<file path="src/rtl/rat_intr_ctrl.sv">
// ============================================================================
// Module   : rat_intr_ctrl
// Purpose  : Fixed-priority, maskable 8-source interrupt controller for the
//            RAT MCU, identified and acknowledged through IN/OUT port space.
// Option   : define RAT_INTR_SYNC_EN to add 2-flop source synchronizers.
// Revision : 1.0 - initial release
// ============================================================================
`default_nettype none

module rat_intr_ctrl #(
  parameter int         NUM_SRC   = 8,
  parameter logic [7:0] ID_PORT   = 8'hF0,
  parameter logic [7:0] PEND_PORT = 8'hF1,
  parameter logic [7:0] MASK_PORT = 8'hF2,
  parameter logic [7:0] ACK_PORT  = 8'hF3
) (
  input  logic               clk,
  input  logic               reset,
  input  logic [NUM_SRC-1:0] src_in,
  input  logic [7:0]         port_id,
  input  logic [7:0]         out_port,
  input  logic               io_strb,
  output logic               intr_out,
  output logic [7:0]         rd_data,
  output logic               rd_hit
);

  typedef enum logic [1:0] {
    ST_IDLE = 2'd0,
    ST_REQ  = 2'd1,
    ST_GAP  = 2'd2
  } state_t;

  state_t             r_state;
  state_t             w_state_nxt;
  logic [NUM_SRC-1:0] r_src_q;
  logic [NUM_SRC-1:0] r_pending;
  logic [NUM_SRC-1:0] r_mask;
  logic [2:0]         r_cur_id;
  logic [2:0]         w_cur_nxt;
  logic               r_intr;
  logic [NUM_SRC-1:0] w_src;
  logic [NUM_SRC-1:0] w_rise;
  logic [NUM_SRC-1:0] w_eligible;
  logic [NUM_SRC-1:0] w_clr;
  logic [2:0]         w_arb_id;
  logic               w_mask_wr;
  logic               w_ack_wr;

`ifdef RAT_INTR_SYNC_EN
  logic [NUM_SRC-1:0] r_sync1;
  logic [NUM_SRC-1:0] r_sync2;

  always_ff @(posedge clk or posedge reset) begin
    if (reset) begin
      r_sync1 <= '0;
      r_sync2 <= '0;
    end else begin
      r_sync1 <= src_in;
      r_sync2 <= r_sync1;
    end
  end

  assign w_src = r_sync2;
`else
  assign w_src = src_in;
`endif

  assign w_rise     = w_src & ~r_src_q;
  assign w_eligible = r_pending & r_mask;
  assign w_mask_wr  = io_strb && (port_id == MASK_PORT);
  assign w_ack_wr   = io_strb && (port_id == ACK_PORT);

  // Lowest set index wins: scan from the top so the last hit is the lowest.
  always_comb begin
    w_arb_id = 3'd0;
    for (int i = NUM_SRC - 1; i >= 0; i--) begin
      if (w_eligible[i]) begin
        w_arb_id = 3'(i);
      end
    end
  end

  always_comb begin
    w_state_nxt = r_state;
    w_cur_nxt   = r_cur_id;
    w_clr       = '0;
    case (r_state)
      ST_IDLE: begin
        if (|w_eligible) begin
          w_state_nxt = ST_REQ;
          w_cur_nxt   = w_arb_id;
        end
      end
      ST_REQ: begin
        if (w_ack_wr) begin
          w_state_nxt = ST_GAP;
          for (int i = 0; i < NUM_SRC; i++) begin
            w_clr[i] = (r_cur_id == 3'(i));
          end
        end
      end
      ST_GAP: begin
        w_state_nxt = ST_IDLE;
      end
      default: begin
        w_state_nxt = ST_IDLE;
      end
    endcase
  end

  // A new rise on the acknowledged source survives the clear (set wins).
  always_ff @(posedge clk or posedge reset) begin
    if (reset) begin
      r_state   <= ST_IDLE;
      r_src_q   <= '0;
      r_pending <= '0;
      r_mask    <= '0;
      r_cur_id  <= 3'd0;
      r_intr    <= 1'b0;
    end else begin
      r_state   <= w_state_nxt;
      r_src_q   <= w_src;
      r_pending <= (r_pending & ~w_clr) | w_rise;
      r_cur_id  <= w_cur_nxt;
      r_intr    <= (w_state_nxt == ST_REQ);
      if (w_mask_wr) begin
        r_mask <= out_port[NUM_SRC-1:0];
      end
    end
  end

  assign intr_out = r_intr;

  always_comb begin
    rd_data = 8'h00;
    rd_hit  = 1'b0;
    if (port_id == ID_PORT) begin
      rd_data = {(r_state == ST_REQ), 4'b0000, r_cur_id};
      rd_hit  = 1'b1;
    end else if (port_id == PEND_PORT) begin
      rd_data = 8'(r_pending);
      rd_hit  = 1'b1;
    end
  end

endmodule

`default_nettype wire

</file>
<file path="config.mk">
export PLATFORM = sky130hd
export DESIGN_NAME = rat_intr_ctrl
export DESIGN_NICKNAME = d
export VERILOG_FILES = /design/src/rtl/rat_intr_ctrl.sv
export SDC_FILE = /design/constraint.sdc
export NUM_CORES = 1
export LEC_CHECK = 0
export BUFFER_PORTS_ARGS = -buffer_cell sky130_fd_sc_hd__buf_2
export CORE_MARGIN = 5
export CORE_UTILIZATION = 46
export CTS_BUF_LIST = sky130_fd_sc_hd__clkbuf_16
export DETAILED_ROUTE_END_ITERATION = 10
export PLACE_DENSITY_LB_ADDON = 0.15
export SYNTH_ARGS = -nofsm -noshare
export SYNTH_HDL_FRONTEND = slang
export SYNTH_SLANG_ARGS = --single-unit
</file>
<file path="constraint.sdc">
create_clock -name clk -period 1.5 [get_ports clk]
set_clock_uncertainty 0.15 [all_clocks]
set_input_delay 0.075 -clock clk [delete_from_list [all_inputs] [get_ports clk]]
set_output_delay 0.075 -clock clk [all_outputs]
set_load 0.1 [all_outputs]
</file>
After elaboration in Yosys (flattened, before gate mapping)

Cells that the tools add are included.

Output and inout bits: 10
Logic and storage cells: 48
Input port bits: 27
Flip-flop bits (word level): 30

Multiplexer cells: 17
Bitwise gates (word level): 6
Reductions and logical operators: 6
Equal/unequal tests: 13

Operators with widths:

| kind                                           | number |
|---|---|
| == test 8 bit (second input constant)          | 4 |
| two-way mux 8 bit                              | 4 |
| bitwise AND 8 bit                              | 3 |
| two-way mux 3 bit                              | 8 |
| NOT 8 bit                                      | 2 |
| == test 3 bit (second input constant)          | 4 |
| bitwise OR 8 bit                               | 1 |
| OR reduction 8 bit                             | 1 |
| == test 3 x 2 -> 1 bit (second input constant) | 2 |
| == test 2 x 1 -> 1 bit (second input constant) | 2 |
| two-way mux 2 bit                              | 2 |
| one-hot mux 2 bit (2 select lines)             | 1 |
| == test 3 x 1 -> 1 bit (second input constant) | 1 |
| zero test 3 bit                                | 1 |
| logical AND 1 bit                              | 2 |
| zero test 2 bit                                | 1 |
| two-way mux 1 bit                              | 2 |
| AND reduction 2 bit                            | 1 |

Depth between registers and ports, before layout

Gate-level depths: netlist of the first run.

Depth in word-level cells: 9
Gate-level depth with buffers: 5

Worst setup path after synthesis of the first run

Ideal clock, no wire load.

Path kind: in2out
From: input port_id[1]
To: output rd_data[3]
Stages: 3
Data required time: 1.275 ns
Arrival time: 2.238 ns
Buffers on the path: 0
Path slack: -0.963 ns
Path through: or4_1 > inv_1 > and3_1

Longest elaborated chain between the ends: 3
Elaborated cells between the ends (all ways): 4
Those cells by class: eq/ne (2); mux (2)

Ends and longest elaborated chain:

| element             | line | text |
|---|---|---|
| from (decl)         | 20   | `input logic [7:0] port_id,` |
| == test 8 bit       | 141  | `end else if (port_id == PEND_PORT) begin` |
| two-way mux 8 bit   | 141  |  |
| two-way mux 8 bit * | 138  | `if (port_id == ID_PORT) begin` |
| to (decl)           | 24   | `output logic [7:0] rd_data,` |

Every way passes the cells marked *; elsewhere a longest branch is shown, timed or not.

Worst setup path in the final report of the first run

From: input port_id[6]
To: output rd_data[4]

The elaborated chain is that of the path after synthesis.

==> summary by stage, run 1 <==
Clock tree
The maximum clock path buffer count is 2. The H-tree generated during clock tree synthesis spans 2 levels. Counting every sink on the clock net gives 30. The clock root buffer is clkbuf_16.

The clock-pin slew of the registers on the worst-case setup and hold paths is 0.05 ns. TritonCTS built the clock tree. Clock tree synthesis inserted a total of 5 buffers. The later pin in the worst-skew pair is clocked with a latency of 0.27 ns.

Place
The half-perimeter wire length of the detailed placement result is 2.55 mm. The count of buffers added on input and output ports is 36. The placer's final routability congestion estimate is 0.865.

Summing all placed instances gives a cell area of 0.00185 mm^2. The number of placed instances, taps included, is 204. OpenSTA, run right after detailed placement, puts the worst setup slack at -0.176 ns.

Synth
The cell taking the most area after synthesis is dfrtp_1. The netlist area before placement is 0.00134 mm^2. The number of synthesis warnings is 0. The number of nets in the synthesized netlist is 150. The synthesized netlist cell count is 123.

Ranked by instance count, the synthesized netlist is headed by dfrtp_1, inv_1, nand2_1. The share of the Yosys chip area taken by registers is 0.561. Counting flops with a built-in enable in the synthesized netlist gives 0. Among all cell types in the netlist, the one instantiated most often is dfrtp_1.

The post-synthesis register bit count is 30. After synthesis, the cell types taking the most area are dfrtp_1, mux2_2, o31ai_1. Averaged over all synthesized cells, the footprint is 10.9 um^2. In the synthesized netlist the dominant register cell turns out to be dfrtp_1.

After synthesis, the share of flip-flops with an asynchronous set or reset is 1.00. Of the post-synthesis cell area, the dominant cell type holds 0.561. The synthesized netlist contains 29 unique library cells.

Detailed routing
The routed length per placed instance is 17.1 um. The wire length the detailed router placed on met1 is 1.52 mm. In this run the remaining antenna-violating nets after routing total 0. After the first detailed-routing iteration, the DRC count stood at 72. Signal routing reaches up to met4. The first detailed-routing pass took 4 iterations. The post-detailed-route via-to-cell ratio is 5.66. The met2 wire length is 2.10 mm. The post-detailed-routing wire length is 4.02 mm.

The residual DRC count is 0. The met3 wire length is 286 um. The via count is 1,331.

Setup path
Broken down by cell family, the worst path's largest delay share belongs to simple AND/OR/NAND/NOR gates. The data arrival at the endpoint of the critical path is 1.42 ns. The data required time at the worst endpoint is 1.27 ns. The slowest cell on the critical path is or4_4. The kind of start point of the critical path is an input port.

The largest single stage delay on the critical path is 0.48 ns. STA classifies the critical path endpoint as an output port. The buffering stage count on the worst path with inverters included is 4. The critical path start-end classification is in2out. In this run the worst path has a maximum fanout of 5. Traced cell by cell, the critical path runs through buf_6, nand4_1, buf_4, or4_4, clkinvlp_4, and3_4, buf_12.

Floorplanning
The die width is 64.0 um. After floorplanning, the core was divided into 19 placement rows. The area of the core is 0.00278 mm^2. In this run the count of I/O pins placed on the die edge is 37. From bottom edge to top edge, the die measures 64.0 um. The die covers 0.00409 mm^2. The initial cell density of the core is 0.481.

Power
The total power per unit cell area is 951 mW/mm^2. In this run the static leakage power is 1.08 nW. The worst vdd rail ir drop is 0.939 mV.

Layout
Once layout is complete, the utilization of the core stands at 0.836. The growth of design area from synthesis to finish is 73.7%. The net count of the finished layout is 232. The filler cell count in the final layout is 149. The finished cells cover 0.00233 mm^2. In the final layout, the share of cells above drive strength 1 is 0.490.

0 antenna diodes ended up in the layout. The number of cells in the finished layout apart from fillers is 235.

Run status
The run finished, with violations left. The checks that failed: setup timing.

STA
Setup slack on the critical path of the routed design comes to -0.145 ns. After routing, the total negative slack on setup checks comes to -0.841 ns. The setup violation total in the final timing report is 10.

The relative max-transition margin is 0.680. At the pin with the least slew margin, the transition time is 0.483 ns. The number of endpoints with negative hold slack in the final report is 0. The maximum clock frequency is 0.608 GHz.

The part of the cycle the worst path needs is 1.10. Setup repair after global routing could not meet its margin everywhere. The number of pins exceeding their max-slew limit in the final report is 0. The smallest clock period supported by the final layout is computed as 1.64 ns.

Global route
The largest net degree at the start of global routing is 31. The number of global-route vias before repair is 1,450. Across every metal layer, demand over resource in global routing totals 0.216. The wire length of the first global-routing pass is 6.77 mm. After global routing the overflow that remains totals 0. The number of antenna violations at the first check in global routing is 0.

Job
The count of max-cap constraint violations is 0.

Worst hold path
The class of the most critical hold timing path is in2reg.
[metal layers]
layer / vias up / GRT usage
li1: 599 / -
met1: 655 / 0.255
met2: 62 / 0.354
met3: 15 / 0.0578
met4: 0 / 0.122
met5: - / 0
[final timing paths]
check | slack (ns) | endpoint | cells past startpoint | start
worst max-delay path | -0.14 | rd_data[4] | 7 | port_id[6]
worst min-delay path | 0.05 | r_state[1] | 3 | port_id[0]
worst max register to register | -0.05 | r_state[0] | 4 | r_mask[5]
worst min register to register | 0.26 | r_pending[5] | 1 | r_src_q[5]
max in group asynchronous | 0.63 | r_src_q[7] | 4 | reset
min in group asynchronous | 0.29 | r_src_q[5] | 4 | reset
[flip-flops by register name (all words and copies together) (netlist names)]
name       flops
intr_out       1
r_cur_id       3
r_mask         8
r_pending      8
r_src_q        8
r_state        2
[cell families (layout without fill, tap and decap cells)]
| family | Yosys count | count (layout) | synth area share |
|---|---|---|---|
| and+or+nand+nor | 37 | 37 | 0.150 |
| muxes | 12 | 12 | 0.0972 |
| DFF | 30 | 30 | 0.561 |
| AOI/OAI and AO/OA | 31 | 31 | 0.150 |
| buffers and inverters | 13 | 94 | 0.0421 |
[through the flow]
step | total power, mW | hold WS [ns]
6_report | 2.21 | 0.0527
5_1_grt | 2.31 | 0.0682
4_1_cts | 2.17 | 0.0443
3_5_place_dp | 1.21 | 0.0273
3_3_place_gp | 1.21 | 0.00694
2_1_floorplan | 1.10 | -0.0436
[what timing repair did]
action / 4_1_cts / 5_1_grt
hold buffers: 17 / 0
gates resized for setup: 9 / 13
buffers inserted: 5 / 3
pin swaps: 5 / 10
setup endpoints to repair: 13 / 27
hold endpoints to repair: 54 / 0
[cell usage in the layout (no fill, tap or decap), types with 2 or more instances in the layout]
cell type / n
a21oi_1: 4
nand2b_1: 2
buf_2: 24
nand4_1: 2
buf_12: 10
mux2_2: 8
nor2_4: 4
buf_4: 22
and3_4: 4
inv_1: 10
a22oi_2: 2
clkbuf_16: 5
o21ai_1: 8
nand3_1: 2
dfrtp_1: 30
nand2_1: 10
o31ai_2: 5
nand3b_1: 2
dlygate4sd3_1: 17
or4_4: 2
nor2_1: 4
buf_6: 4
o31ai_1: 2
mux2i_1: 4
[worst min-delay path, stage by stage]
cell	delay (ns)
buf_2	0.22
nand2_1	0.10
nor2_1	0.04
[cell type report]
type | instances | area, um^2 | area share
multi-input combinational | 80 | 662 | 0.285
tap | 31 | 38.8 | 0.0167
clock inverter | 1 | 3.75 | 0.00161
clock buffer | 5 | 125 | 0.0538
inverter | 11 | 45.0 | 0.0194
timing repair buffer | 77 | 701 | 0.301
sequential | 30 | 751 | 0.323
[report_power, final]
group	leakage, nW	switching [mW]	internal, mW
clock network	0.0632	0.310	0.585
logic	0.677	0.220	0.174
registers	0.344	0.0579	0.866
total	1.08	0.587	1.63
(Power assumes the default switching activity.)
==> run 2: changes to the inputs <==
--- a/config.mk
+++ b/config.mk
@@ -7,10 +7,10 @@
 export LEC_CHECK = 0
 export BUFFER_PORTS_ARGS = -buffer_cell sky130_fd_sc_hd__buf_2
 export CORE_MARGIN = 5
-export CORE_UTILIZATION = 46
+export CORE_UTILIZATION = 50
 export CTS_BUF_LIST = sky130_fd_sc_hd__clkbuf_16
 export DETAILED_ROUTE_END_ITERATION = 10
-export PLACE_DENSITY_LB_ADDON = 0.15
+export PLACE_DENSITY = 0.74
 export SYNTH_ARGS = -nofsm -noshare
 export SYNTH_HDL_FRONTEND = slang
 export SYNTH_SLANG_ARGS = --single-unit
==> constraint.sdc (replaced) <==
create_clock -name clk -period 1.55 [get_ports clk]
set_clock_uncertainty 0.15 [all_clocks]
set_input_delay 0.0775 -clock clk [delete_from_list [all_inputs] [get_ports clk]]
set_output_delay 0.0775 -clock clk [all_outputs]
set_load 0.1 [all_outputs]
==> run 2 against run 1 <==
The flow still finishes with violations (setup timing). Cell area fell by 2.3%. Non-clock buffer count fell by 4. Cell count fell by 1.3%. Core utilization rose by 6.5 points. Critical path depth fell by 2. Routed wire length rose by 15%. Clock power rose by 2%. Sequential power fell by 2.4%. Largest power group is now clock.
==> summary by stage, run 2 (synthesized netlist as in run 1, its figures left out) <==
Detailed routing
The residual DRC count is 0. The post-detailed-routing wire length is 4.61 mm. The post-route antenna net violation count is 0. The post-detailed-route via-to-cell ratio is 5.97. The number of violations reported at the end of detailed-routing iteration 0 is 116. Dividing the detail-routed wire length by the instance count gives 19.9 um. The first TritonRoute pass finished after 4 iterations. The via count is 1,384.

STA
The final critical-path required period is 1.60 ns. The relative max-transition margin is 0.680. Setup repair after global routing could not meet its margin everywhere. The number of pins exceeding their max-slew limit in the final report is 0. In the finished design, the share of the clock period the worst path needs comes to 1.03. The worst hold slack is 0.0795 ns. Setup slack on the critical path of the routed design comes to -0.0470 ns. The setup violation total in the final timing report is 6.

The number of endpoints with negative hold slack in the final report is 0. For the pin with the worst max-slew slack, the measured transition is 0.483 ns. The maximum clock frequency is 0.626 GHz.

Setup path
In this design, the stage delay of the slowest critical-path cell is 0.39 ns. The highest fanout seen on the critical path is 3. The kind of end point of the critical path is a flop. Setup slack on the worst reg-to-reg path comes out at -0.05 ns. The critical path start-end classification is reg2reg. The endpoint of the lowest-slack register-to-register path is r_cur_id[0]. In this run the critical register-to-register path is launched from r_pending[3]. The data required time at the worst endpoint is 1.61 ns. The slowest cell on the critical path is dfrtp_1.

The cell family contributing the most delay on the critical path is compound AO/OA/AOI/OAI gates. The data arrival at the endpoint of the critical path is 1.65 ns. The kind of start point of the critical path is a flop. Walking the worst path, the cells encountered are a22oi_2, nand4_1, buf_4, o21ai_1, o2bb2ai_1.

The depth of the most critical reg-to-reg path is 5. Together, buffers and inverters on the worst path number 1.

Clock tree
After clock tree synthesis, the clock-pin slew on the worst setup and hold paths is 0.05 ns. The maximum clock path buffer count is 2. The number of levels in the clock H-tree is 2. The number of sinks handled by clock tree synthesis is 30.

The later pin in the worst-skew pair is clocked with a latency of 0.28 ns. The total clock buffers created by CTS is 5. TritonCTS built the clock tree.

The tree is rooted in a clkbuf_16.

Floorplanning
The die height is 61.7 um. In this run the count of I/O pins placed on the die edge is 37. The number of rows in the core area is 18.

The die width is 61.7 um. The area of the core is 0.00252 mm^2. The initial cell density of the core is 0.531. The floorplan step defined a die boundary enclosing 0.00381 mm^2.

Worst hold path
The worst hold path endpoint is r_state[1]. The class of the most critical hold timing path is in2reg. The worst hold path begins at port_id[0]. The worst hold path depth is 3.

Layout
The total inserted antenna cells is 0. In the final layout, the registers with the most flip-flops are r_mask x8, r_pending x8, r_src_q x8. Leaving out fill and tap cells, the most frequent cell in the layout is dfrtp_1. Compared with the post-synthesis result, the final layout area differs by 69.7%. In the final design database the tool counted 228 nets. In the final layout, the share of cells above drive strength 1 is 0.450.

The filler cell count in the final layout is 106. The number of cells in the finished layout apart from fillers is 232. Leaving out fill and tap cells, the most frequent cells in the layout are dfrtp_1, buf_2, buf_4.

Run status
The final reports fail on setup timing. The flow ran to the end, but the final reports show violations.

Place
The half-perimeter wire length of the detailed placement result is 2.69 mm. The count of port buffers added during placement is 36. At the end of routability-driven placement, the weighted congestion stood at 0.818. The number of placed instances with taps included is 198.

Power
In this run the power density over the cells is 960 mW/mm^2. In this run the static leakage power is 1.05 nW. VDD sags by at most 1.43 mV.

Global route
The wire length of the first global-routing pass is 6.24 mm. Entering global routing, the biggest net connects 31 pins. The global-route usage over all layers is 0.236.

The number of antenna violations at the first check in global routing is 0. The number of global-route vias before repair is 1,361. After global routing the overflow that remains totals 0.

Job
Across the run, the number of max-cap violations was 0.
## run 2: worst max-delay path by stage
stage                      start      endpoint  slack (ns)  cells past startpoint
floorplan             port_id[1]    rd_data[3]       -0.21                      3
global placement      port_id[6]  r_pending[4]       -0.11                      6
detailed placement    port_id[7]  r_pending[7]       -0.13                      6
CTS                   r_state[0]    rd_data[7]       0.004                      5
global route           r_mask[5]   r_cur_id[0]       -0.12                      5
finish              r_pending[3]   r_cur_id[0]       -0.05                      5
## run 2: metal layers
metal | share of wire | vias up | track usage | routed length, um
met5 | 0 | - | 0 | 0
met4 | 0.046 | 0 | 0.121 | 214
met3 | 0.064 | 24 | 0.0682 | 296
met2 | 0.52 | 80 | 0.405 | 2390
met1 | 0.37 | 686 | 0.266 | 1710
li1 | - | 594 | - | -
## run 2: final cells by class
type	instances	area, um^2	area share
Sequential cell	30	751	0.330
Timing Repair Buffer	73	667	0.294
Multi-Input combinational cell	80	634	0.279
Clock buffer	5	125	0.0551
Inverter	11	45.0	0.0198
Tap cell	30	37.5	0.0165
Clock inverter	3	12.5	0.00551
## run 2: power by group
group / switching, mW / internal [mW] / total (mW)
registers: 0.0641 / 0.837 / 0.901
logic: 0.207 / 0.163 / 0.370
clock network: 0.334 / 0.578 / 0.912
total: 0.604 / 1.58 / 2.18
## run 2: repair_timing
| action | CTS | global route |
|---|---|---|
| buffers inserted | 2 | 7 |
| hold endpoints to repair | 54 | 0 |
| gates cloned | 0 | 0 |
| endpoints found under the setup margin | 1 | 12 |
| pin swaps | 0 | 9 |
| gates resized for setup | 2 | 14 |
| hold buffers | 17 | 0 |
## run 2: worst min-delay path: stages
cell and delay (ns):
buf_2 0.23, nand2_1 0.12, nor2_1 0.04
## run 2: through the flow
| stage | TNS [ns] | instance area [um^2] | utilization | power (mW) | setup slack (ns) |
|---|---|---|---|---|---|
| 2_1_floorplan | -1.35 | 1380 | - | 1.06 | -0.214 |
| 3_3_place_gp | -1.08 | 1810 | 0.719 | 1.15 | -0.109 |
| 3_5_place_dp | -1.39 | 1810 | 0.719 | 1.18 | -0.134 |
| 4_1_cts | 0 | 2150 | 0.852 | 2.11 | 0.00358 |
| 5_1_grt | -0.773 | 2270 | 0.901 | 2.25 | -0.119 |
| 6_report | -0.137 | 2270 | 0.901 | 2.18 | -0.0470 |
==> run 3: changes to the inputs <==
--- a/config.mk
+++ b/config.mk
@@ -7,10 +7,11 @@
 export LEC_CHECK = 0
 export BUFFER_PORTS_ARGS = -buffer_cell sky130_fd_sc_hd__buf_2
 export CORE_MARGIN = 5
-export CORE_UTILIZATION = 50
-export CTS_BUF_LIST = sky130_fd_sc_hd__clkbuf_16
+export CORE_UTILIZATION = 53
+export CTS_BUF_LIST = sky130_fd_sc_hd__clkbuf_4 sky130_fd_sc_hd__clkbuf_8
 export DETAILED_ROUTE_END_ITERATION = 10
-export PLACE_DENSITY = 0.74
+export PLACE_DENSITY = 0.78
+export SETUP_SLACK_MARGIN = 0.1
 export SYNTH_ARGS = -nofsm -noshare
 export SYNTH_HDL_FRONTEND = slang
 export SYNTH_SLANG_ARGS = --single-unit
==> run 3 against run 2 <==
The run still ends with setup timing left. Hold slack got worse by 0.0048 ns. Cell count up 0.43%. Fmax shrank 1.2%. Clock power down 49%. Via count up 6.0%. Worst setup slack worse by 0.019 ns. Flip-flop and latch count unchanged. Core utilization up 3.1 points. First-iteration DRC count shrank 21%. Clock-buffer cell count grew 1. Largest power group is now registers.
==> summary by stage, run 3 (synthesized netlist as in run 1, its figures left out) <==
Run status
The flow ran to the end, but the final reports show violations. The final reports fail on setup timing.

Layout
In the layout the commonest cells are dfrtp_1, buf_2, buf_4. The area of all sequential standard cells is 753 um^2. In the final layout, the registers with the most flip-flops are r_mask x8, r_pending x8, r_src_q x8. The final standard cell utilization of the core is 0.932. The total inserted antenna cells is 0. The final layout contains 231 nets. The leading cell type in the layout, fill and taps excluded is dfrtp_1.

The growth of design area from synthesis to finish is 70.8%. Of the cells placed in the final design, the portion with a size suffix greater than 1 is 0.507. The filler cell count in the final layout is 69.

The area taken by multi-input logic gates is 691 um^2. The number of cells in the finished layout apart from fillers is 233. After routing the design area is 0.00229 mm^2.

Floorplanning
The boundary pin count is 37. The total area inside the core boundary comes to 0.00245 mm^2. The die height is 60.3 um. The initial utilization of the core area, before any placement, comes to 0.545. The die is 60.3 um wide. The number of rows in the core area is 18. The floorplan step defined a die boundary enclosing 0.00363 mm^2.

STA
The part of the cycle the worst path needs is 1.04. Setup repair after global routing could not meet its margin everywhere. On the final layout, the worst hold slack is 0.0747 ns.

Across all setup checks in the final design, the least slack found is -0.0658 ns. The total negative slack for setup checks is -0.353 ns. Setup violations remaining at the end of the flow were counted as 12. Subtracting the final worst setup slack from the clock period gives 1.62 ns. At the pin with the least slew margin, the transition time is 0.486 ns. The number of endpoints with negative hold slack in the final report is 0.

Headroom to the max-slew limit came out at 0.678. Static timing analysis puts the maximum clock frequency at 0.619 GHz. The number of pins exceeding their max-slew limit in the final report is 0.

Clock tree
After clock tree synthesis, the clock-pin slew on the worst setup and hold paths is 0.10 ns. The later pin in the worst-skew pair is clocked with a latency of 0.34 ns. Counting along the longest clock path gives a buffer depth of 2. The total clock buffers created by CTS is 5. TritonCTS built the clock tree. The clock root buffer is clkbuf_4. The H-tree was split into 2 levels. The clock drives 30 sinks.

Setup path
Data on the critical path arrives at its endpoint at 1.68 ns. In this run the critical register-to-register path is launched from r_mask[5]. The reg2reg setup slack is -0.07 ns.

The endpoint of the lowest-slack register-to-register path is intr_out. The highest fanout seen on the critical path is 4. The worst setup path is launched from a flop. The critical path start-end classification is reg2reg. The depth of the most critical reg-to-reg path is 4.

STA classifies the critical path endpoint as a flop. The data required time at the worst endpoint is 1.62 ns.

Power
The total power per unit cell area is 783 mW/mm^2. The worst vdd rail ir drop is 0.816 mV. The leakage power of the design is 1.04 nW. The post-layout total power is 1.79 mW.

Place
The placed standard-cell area is 0.00183 mm^2. Routability-driven placement finished with a final weighted congestion of 0.821. The number of placed instances with taps included is 196. The count of buffers added on input and output ports is 36. The HPWL after detailed placement is 2.63 mm.

OpenSTA, run right after detailed placement, puts the worst setup slack at -0.202 ns.

Global route
The global-route usage over all layers is 0.292. The first global-routing pass estimated 7.29 mm of wire. The number of global-route vias before repair is 1,473. The remaining global-route overflow is 0. Entering global routing, the biggest net connects 31 pins. The number of antenna violations at the first check in global routing is 0.

Detailed routing
The detailed router finished its first iteration with 92 violations. The post-detailed-route via-to-cell ratio is 6.30. The via count is 1,467.

Dividing the detail-routed wire length by the instance count gives 22.9 um. The number of iterations in the first detailed-routing pass is 4. In the routed design, unresolved DRC markers number 0. The post-detailed-routing wire length is 5.34 mm. In this run the remaining antenna-violating nets after routing total 0.

Worst hold path
The start point of the worst min-delay path is port_id[3]. The worst hold path endpoint is r_state[1]. Counting instances, the worst hold path has a depth of 4. The class of the most critical hold timing path is in2reg.

Job
The tool flagged a number of max-cap violations equal to 0.
[run 3: area by class of cell]
class,count,area share
Inverter,11,0.0197
Multi-Input combinational cell,80,0.302
Sequential cell,30,0.329
Tap cell,30,0.0164
Timing Repair Buffer,76,0.310
Clock buffer,6,0.0224
[run 3: timing repair]
item	in CTS	in global routing
resized for setup	11	18
setup endpoints to repair	14	29
hold buffers	18	0
hold endpoints to repair	55	0
pin swaps	5	10
setup buffers	8	5
[run 3: where the power goes]
| group | total (mW) | internal [mW] | switching (mW) |
|---|---|---|---|
| Clock | 0.468 | 0.204 | 0.264 |
| Combinational | 0.398 | 0.185 | 0.213 |
| Sequential | 0.926 | 0.837 | 0.0888 |
[run 3: how the worst max path moves through the flow]
stage	slack (ns)	endpoint	from	cells past startpoint
final	-0.07	intr_out	r_mask[5]	4
after global routing	-0.12	intr_out	r_mask[4]	4
after detailed placement	-0.20	r_pending[1]	port_id[6]	6
after floorplan	-0.21	rd_data[3]	port_id[1]	3
after CTS	0.02	rd_data[7]	r_state[0]	4
after global placement	-0.12	r_pending[1]	port_id[6]	6
[run 3: metal layers]
layer / GRT usage / wire, um / vias to the layer above
met1: 0.332 / 1890 / 711
met5: 0 / 0 / -
met4: 0.152 / 245 / 0
met2: 0.483 / 2670 / 122
met3: 0.0950 / 526 / 31
li1: - / - / 603
[run 3: worst max-delay path: stages (launching register included)]
cell and delay [ns]:
dfrtp_1 0.42, a22oi_2 0.25, nand4_1 0.24, o32ai_2 0.35, nor2_1 0.09
